$ cat config.mk
export PLATFORM = sky130hd
export DESIGN_NAME = umtrx_tx_burst_pacer
export DESIGN_NICKNAME = d
export VERILOG_FILES = /design/src/rtl/umtrx_tx_burst_pacer_pkg.sv /design/src/rtl/umtrx_evt_fifo.sv /design/src/rtl/umtrx_tx_burst_pacer.sv
export SDC_FILE = /design/constraint.sdc
export NUM_CORES = 2
export LEC_CHECK = 0
export ABC_AREA = 1
export BUFFER_PORTS_ARGS = -buffer_cell sky130_fd_sc_hd__buf_2
export CAP_MARGIN = 25
export CORE_MARGIN = 8
export CORE_UTILIZATION = 55
export DETAILED_ROUTE_END_ITERATION = 10
export PLACE_DENSITY = 0.84
export SLEW_MARGIN = 40
export SYNTH_ARGS = -nofsm -noshare
export SYNTH_HDL_FRONTEND = slang
export SYNTH_HIERARCHICAL = 1
export SYNTH_SLANG_ARGS = --single-unit
$ cat constraint.sdc
create_clock -name clk -period 7 [get_ports clk]
set_input_delay 0.35 -clock clk [delete_from_list [all_inputs] [get_ports clk]]
set_output_delay 0.35 -clock clk [all_outputs]
set_load 0.01 [all_outputs]
$ cat src/rtl/umtrx_tx_burst_pacer_pkg.sv
// Shared definitions for the UmTRX TX burst pacer: channel FSM states,
// event codes, settings register offsets and the event record width.
package umtrx_tx_burst_pacer_pkg;

   typedef enum logic [1:0] {
      ST_IDLE    = 2'd0,
      ST_WAIT    = 2'd1,
      ST_RUN     = 2'd2,
      ST_DISCARD = 2'd3
   } chan_state_e;

   localparam logic [3:0] EVT_ACK       = 4'd1;
   localparam logic [3:0] EVT_UNDERFLOW = 4'd2;
   localparam logic [3:0] EVT_LATE      = 4'd4;

   // Per-channel pending-bit index of each event kind; lower index wins arbitration.
   localparam int EVT_KINDS         = 3;
   localparam int EVT_IDX_ACK       = 0;
   localparam int EVT_IDX_UNDERFLOW = 1;
   localparam int EVT_IDX_LATE      = 2;

   localparam logic [7:0] REG_ENABLE = 8'd0;
   localparam logic [7:0] REG_CLEAR  = 8'd1;

   localparam int EVT_W = 72;

   function automatic logic [3:0] evt_code(input logic [1:0] idx);
      case (idx)
         2'd0:    return EVT_ACK;
         2'd1:    return EVT_UNDERFLOW;
         default: return EVT_LATE;
      endcase
   endfunction

endpackage

$ cat src/rtl/umtrx_evt_fifo.sv
// Synchronous first-word-fall-through FIFO holding pacer event records.
// Head word is visible on rd_data whenever rd_valid is high and holds until popped.
module umtrx_evt_fifo
   import umtrx_tx_burst_pacer_pkg::*;
#(
   parameter int W  = EVT_W,
   parameter int AW = 4
) (
   input  logic         clk,
   input  logic         rst_n,
   input  logic [W-1:0] wr_data,
   input  logic         wr_en,
   output logic         full,
   output logic [W-1:0] rd_data,
   output logic         rd_valid,
   input  logic         rd_ready
);

   localparam int DEPTH = 1 << AW;

   logic [W-1:0]  mem [DEPTH];
   logic [AW-1:0] wr_ptr;
   logic [AW-1:0] rd_ptr;
   logic [AW:0]   count;
   logic          do_wr;
   logic          do_rd;

   assign full     = (count == (AW+1)'(DEPTH));
   assign rd_valid = (count != '0);
   assign rd_data  = mem[rd_ptr];
   assign do_wr    = wr_en && !full;
   assign do_rd    = rd_valid && rd_ready;

   always_ff @(posedge clk) begin
      if (do_wr) mem[wr_ptr] <= wr_data;
   end

   always_ff @(posedge clk or negedge rst_n) begin
      if (!rst_n) begin
         wr_ptr <= '0;
         rd_ptr <= '0;
         count  <= '0;
      end else begin
         if (do_wr) wr_ptr <= wr_ptr + 1'b1;
         if (do_rd) rd_ptr <= rd_ptr + 1'b1;
         count <= count + (AW+1)'(do_wr) - (AW+1)'(do_rd);
      end
   end

endmodule

$ cat src/rtl/umtrx_tx_burst_pacer.sv
// Multi-channel timed-burst pacer: starts bursts at a VITA time, paces samples on the
// DUC strobe, rounds/saturates to DAC_W and reports ACK/UNDERFLOW/LATE events.
module umtrx_tx_burst_pacer
   import umtrx_tx_burst_pacer_pkg::*;
#(
   parameter int NCH    = 2,
   parameter int SAMP_W = 16,
   parameter int DAC_W  = 12,
   parameter int BASE   = 0,
   parameter int EVT_AW = 4
) (
   input  logic                    clk,
   input  logic                    rst_n,
   input  logic                    set_stb,
   input  logic [7:0]              set_addr,
   input  logic [31:0]             set_data,
   input  logic [63:0]             vita_time,
   input  logic                    strobe,
   input  logic [NCH*2*SAMP_W-1:0] s_tdata,
   input  logic [NCH-1:0]          s_tvalid,
   output logic [NCH-1:0]          s_tready,
   input  logic [NCH-1:0]          s_tlast,
   input  logic [NCH-1:0]          s_thas_time,
   input  logic [NCH*64-1:0]       s_ttime,
   output logic [NCH*2*DAC_W-1:0]  sample,
   output logic [NCH-1:0]          run,
   output logic [EVT_W-1:0]        evt_tdata,
   output logic                    evt_tvalid,
   input  logic                    evt_tready,
   output logic [NCH*2-1:0]        dbg_state
);

   localparam logic [7:0] ADDR_ENABLE = 8'(BASE) + REG_ENABLE;
   localparam logic [7:0] ADDR_CLEAR  = 8'(BASE) + REG_CLEAR;

   logic [NCH-1:0]       enable_mask;
   logic [NCH-1:0]       clear_hit;
   logic [EVT_KINDS-1:0] raise     [NCH];
   logic [EVT_KINDS-1:0] pend      [NCH];
   logic [EVT_KINDS-1:0] taken     [NCH];
   logic [63:0]          pend_time [NCH][EVT_KINDS];

   logic                 grant_valid;
   logic [3:0]           grant_chan;
   logic [1:0]           grant_kind;
   logic [63:0]          grant_time;
   logic                 fifo_wr;
   logic                 fifo_full;
   logic [EVT_W-1:0]     fifo_wdata;

   always_ff @(posedge clk or negedge rst_n) begin
      if (!rst_n) enable_mask <= '0;
      else if (set_stb && set_addr == ADDR_ENABLE) enable_mask <= NCH'(set_data);
   end

   // Clear acts only in the write cycle; nothing is stored for it.
   assign clear_hit = (set_stb && set_addr == ADDR_CLEAR) ? NCH'(set_data) : '0;

   for (genvar c = 0; c < NCH; c++) begin : g_chan
      chan_state_e          state;
      chan_state_e          state_n;
      logic [63:0]          t_start;
      logic                 sticky;
      logic [2*DAC_W-1:0]   samp_q;
      logic                 run_q;
      logic                 kill, ready, load, blank, zero, latch;
      logic                 set_sticky, clr_sticky;
      logic [EVT_KINDS-1:0] ch_raise;
      logic [SAMP_W-1:0]    in_i, in_q;
      logic [DAC_W-1:0]     out_i, out_q;

      assign in_i = s_tdata[c*2*SAMP_W + SAMP_W +: SAMP_W];
      assign in_q = s_tdata[c*2*SAMP_W +: SAMP_W];
      assign kill = clear_hit[c] || !enable_mask[c];

      if (SAMP_W == DAC_W) begin : g_pass
         assign out_i = in_i;
         assign out_q = in_q;
      end else begin : g_round
         localparam int SH = SAMP_W - DAC_W;
         localparam logic [SAMP_W:0]  HALF = (SAMP_W+1)'(1) << (SH - 1);
         localparam logic [DAC_W-1:0] MAXV = {1'b0, {(DAC_W-1){1'b1}}};
         logic [SAMP_W:0] sum_i, sum_q;
         // Only positive values can overflow after adding the half-LSB.
         assign sum_i = {in_i[SAMP_W-1], in_i} + HALF;
         assign sum_q = {in_q[SAMP_W-1], in_q} + HALF;
         assign out_i = (sum_i[SAMP_W:SAMP_W-1] == 2'b01) ? MAXV : DAC_W'(sum_i >> SH);
         assign out_q = (sum_q[SAMP_W:SAMP_W-1] == 2'b01) ? MAXV : DAC_W'(sum_q >> SH);
      end

      always_comb begin
         state_n    = state;
         ready      = 1'b0;
         load       = 1'b0;
         blank      = 1'b0;
         zero       = 1'b0;
         latch      = 1'b0;
         set_sticky = 1'b0;
         clr_sticky = 1'b0;
         ch_raise   = '0;
         if (kill) begin
            state_n    = ST_IDLE;
            zero       = 1'b1;
            clr_sticky = 1'b1;
         end else begin
            case (state)
               ST_IDLE: begin
                  zero = strobe;
                  if (s_tvalid[c]) begin
                     if (s_thas_time[c]) begin
                        state_n = ST_WAIT;
                        latch   = 1'b1;
                     end else begin
                        state_n = ST_RUN;
                     end
                  end
               end
               ST_WAIT: begin
                  if (vita_time > t_start) begin
                     ch_raise[EVT_IDX_LATE] = 1'b1;
                     state_n = ST_DISCARD;
                     zero    = strobe;
                  end else if (strobe && vita_time == t_start && s_tvalid[c]) begin
                     ready = 1'b1;
                     load  = 1'b1;
                     if (s_tlast[c]) begin
                        ch_raise[EVT_IDX_ACK] = 1'b1;
                        state_n = ST_IDLE;
                     end else begin
                        state_n = ST_RUN;
                     end
                  end else begin
                     zero = strobe;
                  end
               end
               ST_RUN: begin
                  if (strobe) begin
                     if (s_tvalid[c]) begin
                        ready = 1'b1;
                        load  = 1'b1;
                        if (s_tlast[c]) begin
                           ch_raise[EVT_IDX_ACK] = 1'b1;
                           clr_sticky = 1'b1;
                           state_n    = ST_IDLE;
                        end
                     end else begin
                        // Starved strobe: output silence, report only the first per burst.
                        blank = 1'b1;
                        if (!sticky) begin
                           ch_raise[EVT_IDX_UNDERFLOW] = 1'b1;
                           set_sticky = 1'b1;
                        end
                     end
                  end
               end
               ST_DISCARD: begin
                  ready = 1'b1;
                  zero  = strobe;
                  if (s_tvalid[c] && s_tlast[c]) state_n = ST_IDLE;
               end
               default: state_n = ST_IDLE;
            endcase
         end
      end

      always_ff @(posedge clk or negedge rst_n) begin
         if (!rst_n) begin
            state   <= ST_IDLE;
            t_start <= '0;
            sticky  <= 1'b0;
            samp_q  <= '0;
            run_q   <= 1'b0;
         end else begin
            state <= state_n;
            if (kill)       t_start <= '0;
            else if (latch) t_start <= s_ttime[c*64 +: 64];
            if (clr_sticky)      sticky <= 1'b0;
            else if (set_sticky) sticky <= 1'b1;
            // Sample and run hold until the next strobe so every sample spans a full strobe period.
            if (load) begin
               samp_q <= {out_i, out_q};
               run_q  <= 1'b1;
            end else if (blank) begin
               samp_q <= '0;
            end else if (zero) begin
               samp_q <= '0;
               run_q  <= 1'b0;
            end
         end
      end

      assign s_tready[c]                    = ready;
      assign sample[c*2*DAC_W +: 2*DAC_W]   = samp_q;
      assign run[c]                         = run_q;
      assign dbg_state[c*2 +: 2]            = state;
      assign raise[c]                       = ch_raise;
   end

   // Lowest channel first, then lowest code; later loop iterations override earlier ones.
   always_comb begin
      grant_valid = 1'b0;
      grant_chan  = '0;
      grant_kind  = '0;
      grant_time  = '0;
      for (int c = NCH - 1; c >= 0; c--) begin
         for (int k = EVT_KINDS - 1; k >= 0; k--) begin
            if (pend[c][k]) begin
               grant_valid = 1'b1;
               grant_chan  = 4'(c);
               grant_kind  = 2'(k);
               grant_time  = pend_time[c][k];
            end
         end
      end
   end

   assign fifo_wr    = grant_valid && !fifo_full;
   assign fifo_wdata = {grant_chan, evt_code(grant_kind), grant_time};

   always_comb begin
      for (int c = 0; c < NCH; c++) begin
         taken[c] = '0;
         for (int k = 0; k < EVT_KINDS; k++) begin
            taken[c][k] = fifo_wr && grant_chan == 4'(c) && grant_kind == 2'(k);
         end
      end
   end

   // A raise merges into an already pending entry and keeps its original time.
   always_ff @(posedge clk or negedge rst_n) begin
      if (!rst_n) begin
         for (int c = 0; c < NCH; c++) begin
            pend[c] <= '0;
            for (int k = 0; k < EVT_KINDS; k++) pend_time[c][k] <= '0;
         end
      end else begin
         for (int c = 0; c < NCH; c++) begin
            for (int k = 0; k < EVT_KINDS; k++) begin
               pend[c][k] <= raise[c][k] || (pend[c][k] && !taken[c][k]);
               if (raise[c][k] && (!pend[c][k] || taken[c][k])) pend_time[c][k] <= vita_time;
            end
         end
      end
   end

   umtrx_evt_fifo #(
      .W  (EVT_W),
      .AW (EVT_AW)
   ) u_evt_fifo (
      .clk      (clk),
      .rst_n    (rst_n),
      .wr_data  (fifo_wdata),
      .wr_en    (fifo_wr),
      .full     (fifo_full),
      .rd_data  (evt_tdata),
      .rd_valid (evt_tvalid),
      .rd_ready (evt_tready)
   );

endmodule

# Word-level counts from Yosys, hierarchy flattened
# Memories as Yosys holds them, arrays and structs flattened.
# Cells that the tools add are included.
totals:
  output_inout_bits: 129
  n_memories: 1
  reg_bits: 589
  ram_bits: 1136
  wordCells: 294
  inputBits: 307
mem_list:
  columns: ["name", "words", "width", "rd", "rd_ports_with_merged_regs", "write_ports", "line_no", "source"]
  rows:
  - ["u_evt_fifo.mem", 16, 71, 1, 0, 1, "umtrx_evt_fifo.sv:21", "logic [W-1:0] mem [DEPTH];"]
op_classes:
  magnitude_cmp: 2
  mux: 150
  eq_ne: 31
  n_reduce_logical: 80
  add_sub_neg: 8
op_table:
  columns: ["op", "count"]
  rows:
  - ["two-way mux 64 bit", 10]
  - ["two-way mux 24 bit", 6]
  - ["== test 64 bit", 2]
  - ["> comparator 64 bit", 2]
  - ["two-way mux 1 bit", 83]
  - ["adder 16 x 5 -> 17 bit, second input constant", 4]
  - ["two-way mux 2 bit", 29]
  - ["two-way mux 12 bit", 4]
  - ["logical AND 1 bit", 31]
  - ["inequality test 3 bit, second input constant", 10]
  - ["two-way mux 4 bit", 5]
  - ["case mux 2 bit (4 select lines)", 2]
  - ["logical NOT 1 bit", 15]
  - ["== test 2 x 1 -> 1 bit, second input constant", 7]
  - ["logical OR 1 bit", 14]
  - ["case mux 1 bit (2 select lines)", 6]
  - ["AND reduction 6 bit", 2]
  - ["nonzero test 2 bit", 6]
  - ["== test 2 bit, second input constant", 5]
  - ["adder 4 x 1 -> 4 bit, second input constant", 2]
  - ["== test 8 x 1 -> 1 bit, second input constant", 1]
  - ["logical NOT 8 bit", 1]
  - ["inequality test 4 bit, second input constant", 2]
  - ["logical NOT 2 bit", 3]
  - ["13 further kinds", 19]

# Logic depth before layout (Yosys ltp)
logic_depth:
  ltp_word: 12
  mapped_depth: 21
  depth_no_buf: 21

# Cells and area by module
# The synthesis kept the hierarchy.
by_module_without_submodules:
  columns: ["module", "seq_area_each_um2", "n_inst", "cells_per_inst", "area_each_um2"]
  rows:
  - ["umtrx_evt_fifo", 34918.5, 1, 4579, 48662.9]
  - ["umtrx_tx_burst_pacer", 14413.8, 1, 3541, 29572.1]

# Worst setup path before layout
# No wires, ideal clock.
synth_timing:
  kind: "register to register"
  from: "register u_evt_fifo.count[2]"
  to: "memory u_evt_fifo/mem[0][0] in the netlist's numbering, enable pin"
  setup_time_ns: 0.503
  path_stages_with_launch: 12
  arrival_time_ns: 4.363
  setup_slack_ns: 2.134
  required_ns: 6.497
  synth_period_minus_slack_ns: 4.866
  path_buffers: 0
  path_cell_list: "dfrtp_1 > inv_1 > ha_1 > nand4_1 > inv_1 > inv_1 > nand2_1 > o21ai_0 > nand2_1 > inv_1 > nand2_1 > nor2_1"
synth_via:
  elab_chain_len: 6
synth_rtl:
  columns: ["item", "line_no", "source"]
  rows:
  - ["from (decl)", "umtrx_evt_fifo.sv:24", "logic [AW:0] count;"]
  - ["from (signal assigned)", "umtrx_evt_fifo.sv:46", "count <= count + (AW+1)'(do_wr) - (AW+1)'(do_rd);"]
  - ["== test 5 bit", "umtrx_evt_fifo.sv:28", "assign full = (count == (AW+1)'(DEPTH));"]
  - ["named net fifo_full", "umtrx_tx_burst_pacer.sv:48", "logic fifo_full;"]
  - ["logical NOT 1 bit", "umtrx_tx_burst_pacer.sv:217", "assign fifo_wr = grant_valid && !fifo_full;"]
  - ["logical AND 1 bit", "umtrx_tx_burst_pacer.sv:217", null]
  - ["named net fifo_wr", "umtrx_tx_burst_pacer.sv:47", "logic fifo_wr;"]
  - ["logical AND 1 bit", "umtrx_evt_fifo.sv:31", "assign do_wr = wr_en && !full;"]
  - ["two-way mux 1 bit", "umtrx_evt_fifo.sv:35", "if (do_wr) mem[wr_ptr] <= wr_data;"]
  - ["two-way mux 1 bit (not written as such)", "umtrx_evt_fifo.sv:35", null]
  - ["to (decl)", "umtrx_evt_fifo.sv:21", null]
# The timed path passes the listed nets, and every way through them passes these cells.

# Final worst setup path
layout_timing:
  from: "register u_evt_fifo.rd_ptr[1]"
  to: "output port evt_tdata[45]"
layout_via:
  elab_chain_len: 1
layout_rtl:
  columns: ["item", "line_no", "source"]
  rows:
  - ["from (decl)", "umtrx_evt_fifo.sv:23", "logic [AW-1:0] rd_ptr;"]
  - ["from (signal assigned)", "umtrx_evt_fifo.sv:45", "if (do_rd) rd_ptr <= rd_ptr + 1'b1;"]
  - ["memory read (16 x 71 bit)", null, null]
  - ["to (decl)", "umtrx_tx_burst_pacer.sv:27", "output logic [EVT_W-1:0] evt_tdata,"]
# No other way between the ends.

==> flow_summary_export.csv <==
group,metric,value,unit
cts,clkSlewWorstSetupHoldPaths,0.06,ns
setup_path,timing.critical_path.from_type,"flip-flop",
placed_design,gp_routability_congestion,0.874,
timing,worst-slew-pin-transition,0.907,ns
timing,slew_limit_headroom,39.6,%
setup_path,timing.critical_path.to_type,"output port",
timing,final.min_clock_period,4.51,ns
die,placement_rows,138,
die,initial_utilization,55.3,%
cts,cts_resized,0,
logic_synthesis,synth-edff-count,1152,
cts,cts_max_level,4,
logic_synthesis,warnings_synthesis,6,
placed_design,detailed_place_hpwl,130,mm
logic_synthesis,synth_seq_area_share,63.1,%
cts,cts_tree,"done",
cts,clk_path_buf_depth,3,
setup_path,critical_path.max_fanout,115,
setup_path,max_stage_delay,0.91,ns
setup_path,critPathArrivalTime,4.16,ns
die,design.die.area,155000,sq um
status,outcome,"finished, final reports clean",
cells_and_area,layout_filler_cell_count,9782,
setup_path,timing.critical_path.slowest_stage_cell,"dfrtp_4",
placed_design,detailed_place.area,82600,sq um
logic_synthesis,synthDominantCellAreaShare,44.2,%
logic_synthesis,netlist_area,78200,sq um
timing,timing_hold_violations_final,0,
timing,fmax,0.222,GHz
logic_synthesis,synth.avg_cell_area,9.63,sq um
setup_path,timing.critical_path.cells,"buf_6, inv_4, buf_12, nand3_1, nand3_1, nand2_1, nand2_1, buf_2",
cts,clk_root_buffer_cell,"clkbuf_16",
cts,tritoncts_num_sinks,1741,
detailed_routing,wl_per_cell,21.3,microns
logic_synthesis,synth_cell_types,52,
cells_and_area,postLayoutCellArea,90600,sq um
die,dieWidth,393,microns
logic_synthesis,count_leader_synth,"nand2_1",
logic_synthesis,synth_area_leader_cell,"edfxtp_1",
global_routing,grt_pass1_vias,62900,
detailed_routing,routed_via_density,5.75,
cells_and_area,num-nets-final,9209,
detailed_routing,drtPass1Iterations,6,
power_and_ir_drop,irDropWorstVdd,0.345,mV
cts,insertion_delay,0.81,ns
logic_synthesis,yosys_register_bits,1741,
global_routing,grt_overflow,0,
timing,setup_tns,0,ns
setup_path,timing_worst_setup_path_type,"reg -> out",
detailed_routing,vias,61900,
detailed_routing,drt_first_iter_violations,7722,
setup_path,cp.required,6.65,ns
die,placeableCoreArea,141000,sq um
flow_run,maxCapViolCount,0,
global_routing,largest_net_degree_at_the_start_of_global_routing,162,
cells_and_area,area_growth,15.8,%
detailed_routing,drt_drc_violations_left,0,
hold_path,worstHoldPathType,"in -> reg",
global_routing,antenna_found_initial,11,
global_routing,wire_length_of_the_first_global_routing_pass,350,mm
die,dieHeight,393,microns
cells_and_area,ratio_of_cells_with_drive_above_1_in_the_final_layout,10.7,%
detailed_routing,antenna_left,0,
placed_design,port-buffer-count,393,
timing,finalCritPeriodShare,64.4,%
power_and_ir_drop,p_leak,40.7,nW
cts,cts-buffers-inserted,165,
logic_synthesis,post_synth_main_area_contributors,"edfxtp_1, dfrtp_1, nand2_1",
power_and_ir_drop,p_per_area,319,nW/um^2
die,io-pin-count,436,
global_routing,grt_util_all_layers,29.1,%
logic_synthesis,share_of_flip_flops_with_an_asynchronous_set_or_reset_after_synthesis,33.8,%
timing,timing.clock.skew,0.0351,ns
detailed_routing,routed_wirelength,229,mm
timing,report.final.setup_viol,0,
logic_synthesis,post_synth_inst_count,8120,
timing,grt_setup_unrepaired,"no",
timing,slew_violations,0,
logic_synthesis,synth_ff_type,"edfxtp_1",
logic_synthesis,synth.cells.most_frequent,"nand2_1, edfxtp_1, inv_1",
==> sequential cells by signal, indices dropped and copies added (netlist names) <==
signal             count
u_evt_fifo/mem      1152
pend_time            384
g_chan.t_start       128
g_chan.samp_q         48
pend                   6
u_evt_fifo/count       5
g_chan.state           4
u_evt_fifo/rd_ptr      4
u_evt_fifo/wr_ptr      4
enable_mask            2
g_chan.run_q           2
g_chan.sticky          2
==> kinds of logic (layout without fill, tap and decap cells) <==
group / Yosys count / count (layout) / synth area share, %
AO/OA/AOI/OAI: 743 / 743 / 5.54
other: 1 / 66 / 0.00479
adder cells (fa/ha/maj): 152 / 152 / 2.44
buffers and inverters: 1227 / 1926 / 6.61
XOR/XNOR: 47 / 47 / 0.526
multiplexers: 2 / 2 / 0.0288
AND/OR/NAND/NOR: 4207 / 4207 / 21.8
flip-flops: 1741 / 1741 / 63.1
==> layout make-up <==
| type | count | area (sq um) | area share [%] |
|---|---|---|---|
| clock buffers | 214 | 4520 | 4.99 |
| clock inverters | 85 | 890 | 0.982 |
| well taps | 1890 | 2360 | 2.61 |
| diodes | 2 | 5.00 | 0.00553 |
| repair buffers | 815 | 6200 | 6.85 |
| flip-flops and latches | 1741 | 49300 | 54.5 |
| inverters | 812 | 3070 | 3.39 |
| multi-input cells | 5215 | 24200 | 26.7 |
==> metal layers <==
metal | wire [microns] | global-route usage (%) | part of all wire (%)
met5 | 13 | 0 | 0.0057
met4 | 12200 | 15.0 | 5.3
met3 | 26300 | 6.21 | 11
met2 | 111000 | 49.1 | 48
met1 | 80300 | 35.3 | 35
==> through the flow <==
step	hold WS [ns]	cells	setup WS, ns	utilization (%)	power, mW
floorplan	0.0544	8183	2.13	-	16.7
global placement	0.448	10100	2.74	57.9	19.4
detailed placement	0.293	10200	3.02	58.4	19.7
CTS	0.000480	10800	2.42	64.0	28.8
global route	0.00775	10800	2.33	64.0	30.1
finish	0.0515	10800	2.49	64.1	28.9
==> critical path, delay by kind of cell, from the launching register on <==
family | cells | cell delay [ns]
simple gates | 4 | 0.61
buf+inv | 4 | 1.68
flops | 1 | 0.91
==> path summary, 6_finish.rpt <==
check                                                  from                           endpoint  slack, ns  cells after the start
hold reg to reg                  pend_time[251]$_DFFE_PN0P_         pend_time[251]$_DFFE_PN0P_       0.47                      2
hold / removal                                  s_tvalid[0]       g_chan[0].sticky$_DFFE_PN0P_       0.05                      4
max in group asynchronous                             rst_n                  pend[3]$_DFF_PN0_       5.30                      6
min in group asynchronous                             rst_n  g_chan[0].t_start[36]$_DFFE_PN0P_       0.06                      2
setup reg to reg                          pend[5]$_DFF_PN0_         pend_time[298]$_DFFE_PN0P_       2.87                     10
setup / recovery           u_evt_fifo/rd_ptr[1]$_DFFE_PN0P_                      evt_tdata[45]       2.49                      8
==> power breakdown <==
group | switching (mW) | internal, mW
sequential | 0.277 | 11.4
clock | 3.86 | 5.15
combinational | 5.98 | 2.19
total | 10.1 | 18.8
==> repair_timing <==
item,CTS,global route
hold endpoints to repair,672,0
hold buffers,248,0
buffers inserted,0,0
==> layout by cell type (no fill, tap or decap), types with 27 or more instances in the layout <==
cell type,instances
a21oi_1,136
buf_2,437
buf_4,80
clkbuf_1,32
clkbuf_16,171
clkinv_1,27
conb_1,64
dfrtp_1,583
dlygate4sd3_1,248
edfxtp_1,1152
ha_1,151
inv_1,800
nand2_1,2899
nand3_1,686
nand4_1,47
nor2_1,497
o211ai_1,120
o21ai_0,278
o21ai_1,120
o21ai_2,64
xor2_1,36
No activity file was read; power rests on OpenSTA's default activity.
